$ cat src/rtl/ps2_host_tx.sv
// PS/2 host-to-device transmitter: inhibits the bus, issues request-to-send, shifts
// one command byte plus odd parity on device clock falls, then reports ACK/NACK/timeout.
`timescale 1ns/1ps
module ps2_host_tx #(
    parameter int unsigned INHIBIT_CYCLES = 5000,
    parameter int unsigned TIMEOUT_CYCLES = 750000,
    parameter int unsigned SYNC_STAGES    = 2
) (
    input  logic       clk,
    input  logic       reset,
    input  logic [7:0] tx_data,
    input  logic       tx_valid,
    output logic       tx_ready,
    input  logic       ps2_clk_in,
    input  logic       ps2_dat_in,
    output logic       ps2_clk_oe,
    output logic       ps2_dat_oe,
    output logic       busy,
    output logic       done,
    output logic       error
);

    localparam int unsigned IW = $clog2(INHIBIT_CYCLES + 1);
    localparam int unsigned TW = $clog2(TIMEOUT_CYCLES + 1);
    // The REQ cycle still holds the clock low, so INHIBIT itself lasts one cycle less.
    localparam logic [IW-1:0] INH_LAST = IW'(INHIBIT_CYCLES - 2);
    localparam logic [TW-1:0] TO_LOAD  = TW'(TIMEOUT_CYCLES - 1);

    typedef enum logic [2:0] {
        IDLE, INHIBIT, REQ, SHIFT, ACK, WAIT_IDLE
    } state_t;

    state_t                 state_q, state_d;
    logic [8:0]             shift_q, shift_d;
    logic [3:0]             bit_cnt_q, bit_cnt_d;
    logic [IW-1:0]          inh_cnt_q, inh_cnt_d;
    logic [TW-1:0]          to_cnt_q, to_cnt_d;
    logic                   ack_ok_q, ack_ok_d;
    logic                   clk_oe_q, clk_oe_d;
    logic                   dat_oe_q, dat_oe_d;
    logic                   done_q, done_d;
    logic                   error_q, error_d;
    logic [SYNC_STAGES-1:0] clk_sync_q, dat_sync_q;
    logic                   clk_prev_q;

    logic clk_s, dat_s, fe, accept, timeout, lines_idle;

    assign clk_s      = clk_sync_q[SYNC_STAGES-1];
    assign dat_s      = dat_sync_q[SYNC_STAGES-1];
    assign fe         = clk_prev_q & ~clk_s;
    assign accept     = tx_valid & (state_q == IDLE);
    assign timeout    = (to_cnt_q == '0) & ~fe;
    assign lines_idle = clk_s & dat_s;

    assign tx_ready   = (state_q == IDLE);
    assign busy       = (state_q != IDLE) | done_q | error_q;
    assign ps2_clk_oe = clk_oe_q;
    assign ps2_dat_oe = dat_oe_q;
    assign done       = done_q;
    assign error      = error_q;

    always_ff @(posedge clk) begin
        if (reset) begin
            state_q    <= IDLE;
            shift_q    <= '0;
            bit_cnt_q  <= '0;
            inh_cnt_q  <= '0;
            to_cnt_q   <= '0;
            ack_ok_q   <= 1'b0;
            clk_oe_q   <= 1'b0;
            dat_oe_q   <= 1'b0;
            done_q     <= 1'b0;
            error_q    <= 1'b0;
            clk_sync_q <= '1;
            dat_sync_q <= '1;
            clk_prev_q <= 1'b1;
        end else begin
            state_q    <= state_d;
            shift_q    <= shift_d;
            bit_cnt_q  <= bit_cnt_d;
            inh_cnt_q  <= inh_cnt_d;
            to_cnt_q   <= to_cnt_d;
            ack_ok_q   <= ack_ok_d;
            clk_oe_q   <= clk_oe_d;
            dat_oe_q   <= dat_oe_d;
            done_q     <= done_d;
            error_q    <= error_d;
            clk_sync_q <= {clk_sync_q[SYNC_STAGES-2:0], ps2_clk_in};
            dat_sync_q <= {dat_sync_q[SYNC_STAGES-2:0], ps2_dat_in};
            clk_prev_q <= clk_s;
        end
    end

    always_comb begin
        state_d = state_q;
        unique case (state_q)
            IDLE:      if (accept) state_d = INHIBIT;
            INHIBIT:   if (inh_cnt_q == INH_LAST) state_d = REQ;
            REQ:       state_d = SHIFT;
            SHIFT:     if (fe && bit_cnt_q == 4'd9) state_d = ACK;
                       else if (timeout) state_d = IDLE;
            ACK:       if (fe) state_d = WAIT_IDLE;
                       else if (timeout) state_d = IDLE;
            WAIT_IDLE: if (lines_idle || timeout) state_d = IDLE;
            default:   state_d = IDLE;
        endcase
    end

    always_comb begin
        shift_d   = shift_q;
        bit_cnt_d = bit_cnt_q;
        inh_cnt_d = inh_cnt_q;
        to_cnt_d  = to_cnt_q;
        ack_ok_d  = ack_ok_q;
        clk_oe_d  = clk_oe_q;
        dat_oe_d  = dat_oe_q;
        done_d    = 1'b0;
        error_d   = 1'b0;
        unique case (state_q)
            IDLE: begin
                clk_oe_d = 1'b0;
                dat_oe_d = 1'b0;
                if (accept) begin
                    shift_d   = {~^tx_data, tx_data};
                    bit_cnt_d = '0;
                    inh_cnt_d = '0;
                    clk_oe_d  = 1'b1;
                end
            end
            INHIBIT: begin
                inh_cnt_d = inh_cnt_q + 1'b1;
                if (inh_cnt_q == INH_LAST) dat_oe_d = 1'b1;
            end
            REQ: begin
                clk_oe_d = 1'b0;
                to_cnt_d = TO_LOAD;
            end
            SHIFT: begin
                if (fe) begin
                    to_cnt_d = TO_LOAD;
                    if (bit_cnt_q == 4'd9) begin
                        dat_oe_d = 1'b0;
                    end else begin
                        dat_oe_d  = ~shift_q[0];
                        shift_d   = {1'b0, shift_q[8:1]};
                        bit_cnt_d = bit_cnt_q + 4'd1;
                    end
                end else if (timeout) begin
                    clk_oe_d = 1'b0;
                    dat_oe_d = 1'b0;
                    error_d  = 1'b1;
                end else begin
                    to_cnt_d = to_cnt_q - 1'b1;
                end
            end
            ACK: begin
                if (fe) begin
                    ack_ok_d = ~dat_s;
                    to_cnt_d = TO_LOAD;
                end else if (timeout) begin
                    clk_oe_d = 1'b0;
                    dat_oe_d = 1'b0;
                    error_d  = 1'b1;
                end else begin
                    to_cnt_d = to_cnt_q - 1'b1;
                end
            end
            WAIT_IDLE: begin
                if (lines_idle) begin
                    done_d  = ack_ok_q;
                    error_d = ~ack_ok_q;
                end else if (timeout) begin
                    clk_oe_d = 1'b0;
                    dat_oe_d = 1'b0;
                    error_d  = 1'b1;
                end else if (fe) begin
                    to_cnt_d = TO_LOAD;
                end else begin
                    to_cnt_d = to_cnt_q - 1'b1;
                end
            end
            default: begin
                clk_oe_d = 1'b0;
                dat_oe_d = 1'b0;
            end
        endcase
    end

endmodule

$ cat config.mk
export PLATFORM = sky130hd
export DESIGN_NAME = ps2_host_tx
export DESIGN_NICKNAME = d
export VERILOG_FILES = /design/src/rtl/ps2_host_tx.sv
export SDC_FILE = /design/constraint.sdc
export NUM_CORES = 1
export LEC_CHECK = 0
export ABC_AREA = 1
export BUFFER_PORTS_ARGS = -buffer_cell sky130_fd_sc_hd__buf_2
export CAP_MARGIN = 20
export CELL_PAD_IN_SITES_DETAIL_PLACEMENT = 1
export CELL_PAD_IN_SITES_GLOBAL_PLACEMENT = 2
export CORE_MARGIN = 4
export CORE_UTILIZATION = 30
export DETAILED_ROUTE_END_ITERATION = 8
export PLACE_DENSITY = 0.72
export SYNTH_ARGS = -nofsm -noshare
export SYNTH_HDL_FRONTEND = slang
export SYNTH_SLANG_ARGS = --single-unit
$ cat constraint.sdc
create_clock -name clk -period 1.7 [get_ports clk]
set_input_delay 0 -clock clk [delete_from_list [all_inputs] [get_ports clk]]
set_output_delay 0 -clock clk [all_outputs]
set_load 0.05 [all_outputs]
# Yosys cells after proc, flatten, opt, wreduce, memory -nomap -nowiden
# Index checks and enable logic that the tools add are counted.
# totals
in_bits,13
regBits,59
word_cells,105
# classes
n_reduce_logical,18
n_eq_ne,17
n_mux,39
add_sub_neg,3
bitwise,15
# ops
cell,n
$mux W20,5
$pmux W20 S3,1
$mux W9,3
$pmux W13 S2,1
$logic_not A20 Y1,1
$sub A20 B1 Y20 const B,1
$mux W3,6
$pmux W3 S6,1
$pmux W9 S2,1
$ne A2 B2 Y1 const B,8
$add A13 B1 Y13 const B,1
$eq A13 B13 Y1 const B,1
$mux W1,13
$mux W13,1
$mux W4,3
$reduce_and A4 Y1,3
$not A1 Y1,9
$pmux W4 S2,1
$reduce_xnor A8 Y1,1
$eq A3 B2 Y1 const B,2
$eq A3 B3 Y1 const B,2
$reduce_and A3 Y1,2
$reduce_bool A3 Y1,2
$pmux W1 S5,1
16 further kinds,22

# Logic depth before layout (Yosys ltp)
# Gate-level depths: netlist of run 1.
# depth
depth_word,7
ltp_mapped,10
depth_no_buf,10

# Worst setup path before layout of run 1
# OpenSTA, ideal clock, no wires.
# synth_path
path_type,reg2reg
start,register to_cnt_q[0]
end,register to_cnt_q[12]
synth_period_minus_slack_ps,1564
setup_ps,65
t_arrival_ps,1499
n_path_buf,0
slack_ps,136
stages_incl_launch_ff,10
path_cell_list,dfxtp_1 -> inv_1 -> ha_1 -> inv_1 -> nor2_1 -> inv_1 -> nor3_1 -> xor2_1 -> nor2_1 -> nor2_1
# synth_via
elab_chain_cells,5
elab_cells_between_ends,12
cone_classes,add/sub (1); eq/ne (2); mux (6); bitwise (1); reduce/logical (2)
# synth_rtl
item,line_no,source
from (decl),37,"logic [TW-1:0] to_cnt_q, to_cnt_d;"
from (signal assigned),82,to_cnt_q <= to_cnt_d;
$sub A20 B1 Y20,"153, 165, 179",
$mux W20,176,end else if (fe) begin
$mux W20,172,end else if (timeout) begin
$mux W20,169,if (lines_idle) begin
$pmux W20 S3,119,unique case (state_q)
# Several ways; a longest one is shown, not always the timed one. The select of a mux whose other input is x is not followed.
# A chain may end at the register's enable or synchronous reset.

# Worst setup path in the final report of run 1
# layout_path
start,register to_cnt_q[8]
end,register to_cnt_q[13]
# The elaborated chain is that of the path after synthesis.

==> flow_summary.yaml, run 1 <==
critical_path:
  arrival_ns: 1.82
  critPathLaunchType: "register"
  end_kind: "register"
  cpMostUsedCell: "nand2_1"
  path_max_fanout: 5
  required_ns: 1.93
  worstSetupPathType: "register to register"
  max_stage_delay_ns: 0.31
  crit_chain: "nor2_1 > nand2_2 > nor2_4 > nand4_4 > nand3_4 > buf_4 > nand2_1 > nand2_1 > a21oi_1"
  slowest_stage: "dfxtp_1"
timing:
  setup_viol: 0
  fin_setup_tns_ns: 0
  post-route-period-util: 0.931
  final_max_slew_viol_count: 0
  tightestPinTransition_ns: 0.471
  final_hold_viol_count: 0
  setup_ws_ns: 0.118
  max_slew_margin: 0.686
  post-route-min-period_ns: 1.58
  finClkSkew_ns: 0.00381
  grt_setup_unrepaired: "true"
  max_freq_mhz: 632
global_route:
  use_met1: 0.199
  top_usage_layer: "met2"
  grt_max_degree: 36
  grtUsageMet2: 0.309
  grt-ovfl-total: 0
  use_met3: 0.0440
  grt_usage: 0.170
  antenna_found_initial: 0
  grt_pass1_wl_um: 17500
  grt_pass1_vias: 3684
power_and_ir_drop:
  power.total_mw: 4.58
  swShare: 0.378
  p_leak_nw: 1.96
  switching_power_mw: 1.73
  pwr-share-seq: 0.348
  ir_worst_vdd_uv: 484
  internal-power_mw: 2.85
  powerDensity_nw_per_um2: 1050
  combPwrFrac: 0.366
  clkPwrFrac: 0.286
finish:
  n_antenna_cell: 0
  drive_gt1_frac: 0.226
  final_common_cell: "nand2_1"
  n_fill_cell: 1411
  final_core_utilization: 0.400
  area_growth_syn_to_layout_pct: 29.5
  final_cell_mix: "nand2_1 (138), inv_1 (59), dfxtp_1 (54)"
  nets: 602
  stdcell_count: 728
floorplanning:
  start_util: 0.309
  rows: 38
  fp.dieH_um: 114
  die_w_um: 114
  core_area_um2: 10900
  die_area_um2: 13000
  io_pins: 19
clock_tree:
  clockBufferDepth: 2
  cts_buffers: 9
  clk_pin_slew_worst_paths_ns: 0.07
  clk-insertion-delay-late_ns: 0.35
  root_buffer: "clkbuf_8"
  cts_tree: "done"
  htree_levels: 3
  clock-sinks: 59
hold_path:
  hp-class: "input pin to register"
synthesis:
  syn_area_per_cell_um2: 6.55
  synth-seq-cells: 59
  ys.flop_type: "dfxtp_1"
  synthArstFlopShare: 0
  postSynthCellCount: 514
  syn_nets: 533
  synth_edf_count: 0
  yosysWarningCount: 0
  yosysSeqAreaShare: 0.351
  syn_area_um2: 3360
  yosysUniqueCellTypes: 35
place:
  place_inst: 698
  place_ws_ns: -0.157
  dpl.hpwl_um: 7690
  port-buffer-count: 18
  place_congestion: 0.802
route:
  vias_per_cell: 4.85
  post_drt_wl_per_cell_um: 14.5
  via_count: 3533
  first_pass_iters: 4
  drt_iter0_drc: 144
  drc: 0
  drtAntennaViolNets: 0
  wl_um: 10600
run:
  cap_viol_max_count: 0
run_status:
  status: "finished, final reports clean"
## cell usage after synthesis, types with 2 or more instances
library cell | n | area (um2)
a31oi_1 | 8 | 50.1
xnor2_1 | 5 | 43.8
or2_2 | 6 | 37.5
nand3b_1 | 2 | 15.0
a211oi_1 | 4 | 30.0
inv_2 | 4 | 15.0
xor2_1 | 6 | 52.6
o21ai_0 | 22 | 110
nand3_1 | 34 | 170
ha_1 | 6 | 75.1
inv_1 | 63 | 236
nand3_4 | 2 | 35.0
a21oi_1 | 34 | 170
a221oi_1 | 2 | 17.5
nor2_2 | 3 | 18.8
nand2_2 | 2 | 12.5
nand4_1 | 12 | 75.1
o22ai_1 | 2 | 12.5
nand2_1 | 140 | 526
nor4_1 | 3 | 18.8
nor2_1 | 58 | 218
clkbuf_1 | 8 | 30.0
nor3_1 | 15 | 75.1
dfxtp_1 | 59 | 1180
buf_6 | 2 | 22.5
buf_4 | 3 | 22.5
## repair_timing
action | in CTS | in global routing
resized for setup | 7 | 36
pin swaps | 0 | 2
hold endpoints to repair | 10 | 0
setup endpoints to repair | 5 | 38
gates cloned | 0 | 2
buffers inserted | 1 | 1
hold buffers | 10 | 0
## state kept, by name, summed over array words and instances (netlist names)
name	flops
done	1
dat_sync_q	2
ack_ok_q	1
to_cnt_q	20
bit_cnt_q	4
clk_prev_q	1
inh_cnt_q	13
ps2_clk_oe	1
state_q	3
shift_q	9
ps2_dat_oe	1
error	1
clk_sync_q	2
## path summary, 6_finish.rpt
| check | start | end | slack (ns) | cells after the start |
|---|---|---|---|---|
| worst min-delay path | reset | clk_prev_q | 0.06 | 3 |
| worst min register to register | dat_sync_q[0] | dat_sync_q[1] | 0.41 | 1 |
| worst max-delay path | to_cnt_q[8] | to_cnt_q[13] | 0.12 | 9 |
| worst max register to register | to_cnt_q[8] | to_cnt_q[13] | 0.12 | 9 |
## metal layers
metal,share of wire,up-vias
met5,0,-
met4,0.017,0
met3,0.029,17
met2,0.51,37
met1,0.44,1680
li1,-,1799
## critical path, delay by kind of cell (launching register included)
kind                   cells  cell delay (ns)
AOI/OAI and AO/OA          1             0.04
DFF                        1             0.31
and+or+nand+nor            7             0.95
buffers and inverters      1             0.16
## power groups by stage
stage | logic, mW | clock network, mW | registers (mW)
finish | 1.68 | 1.31 | 1.59
global route | 1.89 | 1.42 | 1.61
CTS | 1.59 | 1.37 | 1.58
detailed placement | 1.55 | 0 | 1.61
global placement | 1.52 | 0 | 1.61
floorplan | 1.01 | 0 | 1.61
## area by class of cell
| class | instances | area [um2] | share of cell area |
|---|---|---|---|
| repair buffers | 71 | 568 | 0.130 |
| multi-input cells | 374 | 1970 | 0.453 |
| flip-flops and latches | 59 | 1190 | 0.273 |
| well taps | 140 | 175 | 0.0402 |
| inverters | 68 | 258 | 0.0592 |
| clock buffers | 11 | 141 | 0.0325 |
| clock inverters | 5 | 52.6 | 0.0121 |
## logic make-up after synthesis
| logic type | share of synthesized area |
|---|---|
| buffers and inverters | 0.100 |
| adder cells (fa/ha/maj) | 0.0223 |
| XOR/XNOR | 0.0286 |
| flip-flops | 0.351 |
| AND/OR/NAND/NOR | 0.375 |
| AO/OA/AOI/OAI | 0.123 |
## through the flow
| step | hold slack, ns | cell area, um2 |
|---|---|---|
| 5_1_grt | 0.0903 | 4360 |
| 4_1_cts | 0.0449 | 4210 |
| 3_5_place_dp | 0.186 | 3890 |
| 6_report | 0.0583 | 4360 |
| 3_3_place_gp | 0.182 | 3890 |
| 2_1_floorplan | 0.104 | 3360 |
(Power assumes the default switching activity.)
==> run 2, diff against run 1 <==
- ABC_AREA: 1 -> 0
- CORE_UTILIZATION: 30 -> 33
- GPL_ROUTABILITY_DRIVEN: not set -> 0
- PLACE_DENSITY: 0.72 -> 0.74
- REMOVE_ABC_BUFFERS: not set -> 1
==> run 2 against run 1 <==
The flow now finishes with violations (negative setup slack). Sequential share of layout area grew 0.92 points. Hold slack gained 0.019 ns. First-iteration DRC count shrank 57%. Synthesized cell count shrank 24%. Clock power shrank 17%. Global-route usage shrank 0.18 points. Register-to-register slack lost 0.49 ns. Setup slack lost 0.49 ns. Cell area shrank 3.0%.
==> flow_summary.yaml, run 2 <==
finish:
  seqCellArea_um2: 1190
  multiInputGateArea_um2: 1950
  n_antenna_cell: 0
  area_growth_syn_to_layout_pct: 36.2
  n_fill_cell: 1130
  reg_top3: "to_cnt_q x20, inh_cnt_q x13, shift_q x9"
  largest_register: "to_cnt_q"
  largest_reg_flops: 20
  final_cell_mix: "buf_4 (78), dfxtp_1 (55), nor2_1 (48)"
  drive_gt1_frac: 0.352
  stdcell_count: 599
  final_common_cell: "buf_4"
  design_area_um2: 4230
  nets: 503
synthesis:
  synth_top_area_share: 0.381
  syn_area_per_cell_um2: 7.94
  yosysWarningCount: 0
  synthArstFlopShare: 0
  synthTopCellsByArea: "dfxtp_1 (38%), a21oi_1 (8.4%), nor2_1 (6.0%), nand2_1 (4.4%), nand3_1 (2.7%)"
  yosysUniqueCellTypes: 54
  yosysSeqAreaShare: 0.381
  synth_area_leader_cell: "dfxtp_1"
  synth-seq-cells: 59
  postSynthCellCount: 391
  synth_common_cells: "dfxtp_1 (59), a21oi_1 (52), nor2_1 (50)"
  synth_most_common_cell: "dfxtp_1"
  syn_area_um2: 3100
  ys.flop_type: "dfxtp_1"
  synth_edf_count: 0
floorplanning:
  die_w_um: 105
  start_util: 0.337
  die_area_um2: 11000
  io_pins: 19
  rows: 35
  core_area_um2: 9200
  fp.dieH_um: 105
critical_path:
  arrival_ns: 2.26
  required_ns: 1.89
  path_max_fanout: 6
  r2r_slack_ns: -0.37
  worstSetupPathType: "register to register"
  end_kind: "register"
  r2r_start: "to_cnt_q[12]"
  critPathLaunchType: "register"
  r2r_cells: 9
  r2r-end: "state_q[2]"
global_route:
  grt_pass1_wl_um: 15200
  grt_max_degree: 24
  grt_pass1_vias: 3209
  antenna_found_initial: 0
  grt_usage: 0.168
  grt-ovfl-total: 0
run_status:
  status: "finished, violations left"
  violations: "negative setup slack"
route:
  drc: 0
  drtAntennaViolNets: 0
  post_drt_wl_per_cell_um: 15.3
  first_pass_iters: 4
  vias_per_cell: 5.28
  wl_um: 9160
  via_count: 3164
  drt_iter0_drc: 62
timing:
  final_hold_viol_count: 0
  final_max_slew_viol_count: 0
  finClkSkew_ns: 0.0112
  max_freq_mhz: 483
  setup_ws_ns: -0.370
  grt_setup_unrepaired: "true"
  post-route-min-period_ns: 2.07
  max_slew_margin: 0.655
  post-route-period-util: 1.22
  setup_viol: 26
  tightestPinTransition_ns: 0.518
hold_path:
  hold_start: "tx_data[4]"
  worstHoldEndpoint: "shift_q[4]"
  holdPathStages: 5
  hp-class: "input pin to register"
power_and_ir_drop:
  ir_worst_vdd_uv: 447
  powerDensity_nw_per_um2: 1050
  p_leak_nw: 1.66
clock_tree:
  clock-sinks: 59
  clk-insertion-delay-late_ns: 0.34
  cts_buffers: 9
  cts_tree: "done"
  htree_levels: 3
  root_buffer: "clkbuf_8"
  clk_pin_slew_worst_paths_ns: 0.07
  clockBufferDepth: 2
place:
  port-buffer-count: 18
  place_inst: 575
  dpl.hpwl_um: 6570
  placed_cell_area_um2: 3790
run:
  cap_viol_max_count: 0
## run 2: metrics by stage
stage | hold slack, ns | power (mW) | setup slack, ns | utilization | TNS, ns
2_1_floorplan | 0.0691 | 2.44 | -0.967 | - | -37.18
3_3_place_gp | 0.187 | 3.13 | -0.380 | 0.412 | -6.98
3_5_place_dp | 0.190 | 3.16 | -0.464 | 0.412 | -8.53
4_1_cts | 0.0581 | 4.33 | -0.403 | 0.436 | -8.04
5_1_grt | 0.0710 | 4.77 | -0.506 | 0.460 | -11.30
6_report | 0.0776 | 4.44 | -0.370 | 0.460 | -7.81
## run 2: worst max-delay path by stage
stage / start / end / depth (start not counted)
finish: to_cnt_q[12] / state_q[2] / 9
global route: to_cnt_q[12] / to_cnt_q[0] / 6
CTS: to_cnt_q[6] / to_cnt_q[3] / 6
detailed placement: to_cnt_q[6] / to_cnt_q[17] / 8
global placement: to_cnt_q[12] / to_cnt_q[17] / 8
floorplan: state_q[0] / shift_q[0] / 6
## run 2: kinds of logic (layout without fill, tap and decap cells)
family | count (synthesis) | in the layout | synth area share
AND/OR/NAND/NOR | 177 | 177 | 0.295
AO/OA/AOI/OAI | 109 | 109 | 0.215
flip-flops | 59 | 59 | 0.381
buffers and inverters | 27 | 124 | 0.0456
XOR/XNOR | 9 | 9 | 0.0254
adder cells (fa/ha/maj) | 6 | 6 | 0.0242
multiplexers | 4 | 4 | 0.0145
## run 2: repair_timing
item                       4_1_cts  5_1_grt
setup endpoints to repair       36       45
pin swaps                        4       13
resized for setup               10       42
hold buffers                     2        0
hold endpoints to repair         2        0
setup buffers                    0        7
## run 2: area by class of cell
class	instances	share of cell area
clock buffers	12	0.0343
clock inverters	3	0.00355
inverters	4	0.00355
multi-input cells	305	0.461
flip-flops and latches	59	0.282
well taps	111	0.0328
repair buffers	105	0.183
## run 2: per-layer routing
layer  routed length [um]  up-vias  global-route usage  share of wire
li1                     -     1598                   -              -
met2                 4560       31               0.279           0.50
met1                 4320     1529               0.217           0.47
met4                   72        0              0.0375         0.0079
met5                    0        -                   0              0
met3                  213        6              0.0451          0.023
## run 2: where the power goes
part           total (mW)  switching (mW)  internal (mW)  leakage (nW)
logic                1.76           0.976          0.789          1.09
clock network        1.09           0.539          0.554        0.0860
registers            1.58          0.0854           1.50         0.483
total                4.44            1.60           2.84          1.66
## run 2: worst max-delay path, cell delays in order (launching register included)
cell and delay, ns:
dfxtp_1 0.31, or4_4 0.55, nor4_4 0.23, buf_4 0.17, nand3_1 0.08, buf_6 0.14, buf_4 0.15, o2bb2ai_1 0.13
nand4_1 0.11, a21oi_1 0.07
==> run 3, diff against run 2 <==
- CORE_UTILIZATION: 33 -> 36
- PLACE_DENSITY: 0.74 -> 0.77
- clock period: 1.7 -> 1.98 ns (I/O delays scaled with it)
==> run 3 against run 2 <==
The flow still finishes with violations (negative setup slack). Final cell count decreased by 5.8%. Routed wire length about the same. Critical path type unchanged. Critical endpoint is now to_cnt_q[1]. Critical path depth decreased by 3. Clock-buffer cell count increased by 2. First-iteration DRC count increased by 56%. Die area decreased by 7.7%. Sequential share of layout area increased by 1.1 points. Sequential power decreased by 14%. Cell area decreased by 4.1%. Register-to-register slack improved by 0.19 ns. Global-route usage increased by 2.4 points.
==> flow_summary.yaml, run 3 (same netlist as run 2, synthesis figures left out) <==
run_status:
  status: "finished, violations left"
  violations: "negative setup slack"
global_route:
  grt_max_degree: 41
  use_met3: 0.0388
  top_usage_layer: "met2"
  grtUsageMet2: 0.329
  antenna_found_initial: 0
  grt_usage: 0.191
  use_met1: 0.241
  grt-ovfl-total: 0
  grt_pass1_vias: 3242
  grt_pass1_wl_um: 15700
power_and_ir_drop:
  pwr-share-seq: 0.343
  internal-power_mw: 2.59
  clkPwrFrac: 0.294
  combPwrFrac: 0.363
  power.total_mw: 3.97
  powerDensity_nw_per_um2: 978
  p_leak_nw: 1.55
  switching_power_mw: 1.37
  swShare: 0.346
  ir_worst_vdd_uv: 436
clock_tree:
  cts_buffers: 9
  clk-insertion-delay-late_ns: 0.33
  htree_levels: 3
  clock-sinks: 59
  clockBufferDepth: 2
  clk_pin_slew_worst_paths_ns: 0.06
  cts_tree: "done"
  root_buffer: "clkbuf_8"
route:
  drtAntennaViolNets: 0
  first_pass_iters: 4
  wl_um: 9170
  via_count: 3102
  post_drt_wl_per_cell_um: 16.3
  drt_iter0_drc: 97
  drc: 0
  vias_per_cell: 5.50
finish:
  largest_register: "to_cnt_q"
  n_fill_cell: 1006
  final_cell_mix: "dfxtp_1 (56), buf_4 (48), nor2_1 (44)"
  final_core_utilization: 0.488
  final_common_cell: "dfxtp_1"
  design_area_um2: 4050
  nets: 474
  area_growth_syn_to_layout_pct: 30.6
  n_antenna_cell: 0
  drive_gt1_frac: 0.316
  reg_top3: "to_cnt_q x20, inh_cnt_q x13, shift_q x9"
  stdcell_count: 564
  largest_reg_flops: 20
timing:
  setup_ws_ns: -0.176
  max_freq_mhz: 464
  max_slew_margin: 0.471
  finClkSkew_ns: 0.00589
  post-route-period-util: 1.09
  final_hold_viol_count: 0
  tightestPinTransition_ns: 0.793
  setup_viol: 24
  grt_setup_unrepaired: "true"
  final_max_slew_viol_count: 0
  post-route-min-period_ns: 2.16
place:
  dpl.hpwl_um: 6260
  port-buffer-count: 18
  placed_cell_area_um2: 3610
  place_inst: 546
critical_path:
  r2r_slack_ns: -0.18
  path_max_fanout: 5
  required_ns: 2.21
  crit_chain: "or4_4 > nor4_4 > a41oi_2 > or2_4 > buf_6 > a311oi_2"
  critPathLaunchType: "register"
  worstSetupPathType: "register to register"
  arrival_ns: 2.39
  slowest_stage: "or4_4"
  max_stage_delay_ns: 0.54
  end_kind: "register"
floorplanning:
  core_area_um2: 8300
  start_util: 0.374
  die_area_um2: 10200
  fp.dieH_um: 101
  io_pins: 19
  die_w_um: 101
  rows: 33
run:
  cap_viol_max_count: 0
hold_path:
  hp-class: "input pin to register"
==> run 3: changes by cell type in the layout (fill, tap and decap cells not counted), sizes merged <==
cell    change
buf        -29
bufinv      +1
clkbuf      +2
clkinv      -3
==> run 3: power by group through the flow <==
stage / logic, mW / registers [mW] / clock network [mW]
6_report: 1.44 / 1.36 / 1.17
2_1_floorplan: 0.670 / 1.42 / 0
3_5_place_dp: 1.25 / 1.38 / 0
5_1_grt: 1.59 / 1.37 / 1.26
3_3_place_gp: 1.23 / 1.38 / 0
4_1_cts: 1.36 / 1.36 / 1.20
==> run 3: cell type report <==
| type | count | area (um2) | area share |
|---|---|---|---|
| multi-input cells | 305 | 1950 | 0.481 |
| flip-flops and latches | 59 | 1180 | 0.292 |
| repair buffers | 76 | 561 | 0.138 |
| clock buffers | 14 | 183 | 0.0451 |
| well taps | 105 | 131 | 0.0324 |
| clock inverters | 1 | 30.0 | 0.00741 |
| inverters | 4 | 15.0 | 0.00370 |
==> run 3: repair_timing <==
action,CTS,global route
resized for setup,31,26
cloned,1,0
hold buffers,2,0
hold endpoints to repair,2,0
pin swaps,5,12
endpoints found under the setup margin,29,36
buffers inserted,0,0
==> run 3: routing by layer <==
| metal | vias to the layer above | wire length [um] | part of all wire |
|---|---|---|---|
| met5 | - | 0 | 0 |
| met3 | 9 | 233 | 0.025 |
| met1 | 1515 | 4140 | 0.45 |
| met2 | 34 | 4680 | 0.51 |
| li1 | 1544 | - | - |
| met4 | 0 | 109 | 0.012 |
==> run 3: worst paths after layout <==
| kind | start | cells after the start | end |
|---|---|---|---|
| max | to_cnt_q[12] | 6 | to_cnt_q[1] |
| min | tx_data[3] | 5 | shift_q[3] |
| max reg2reg | to_cnt_q[12] | 6 | to_cnt_q[1] |
| min reg2reg | dat_sync_q[0] | 1 | dat_sync_q[1] |
==> run 3: critical path: cells and delay by family (launching register included) <==
family / cells / cell delay [ns]
AND/OR/NAND/NOR: 3 / 1.10
AO/OA/AOI/OAI: 2 / 0.48
flip-flops: 1 / 0.32
buffers and inverters: 1 / 0.15
==> run 3: stage by stage <==
stage | hold WS, ns | worst slack (ns) | setup TNS (ns)
global route | 0.0925 | -0.294 | -5.11
global placement | 0.182 | -0.0977 | -0.669
detailed placement | 0.187 | -0.139 | -1.90
CTS | 0.0763 | -0.120 | -1.52
finish | 0.0810 | -0.176 | -2.00
floorplan | 0.0691 | -0.687 | -22.77
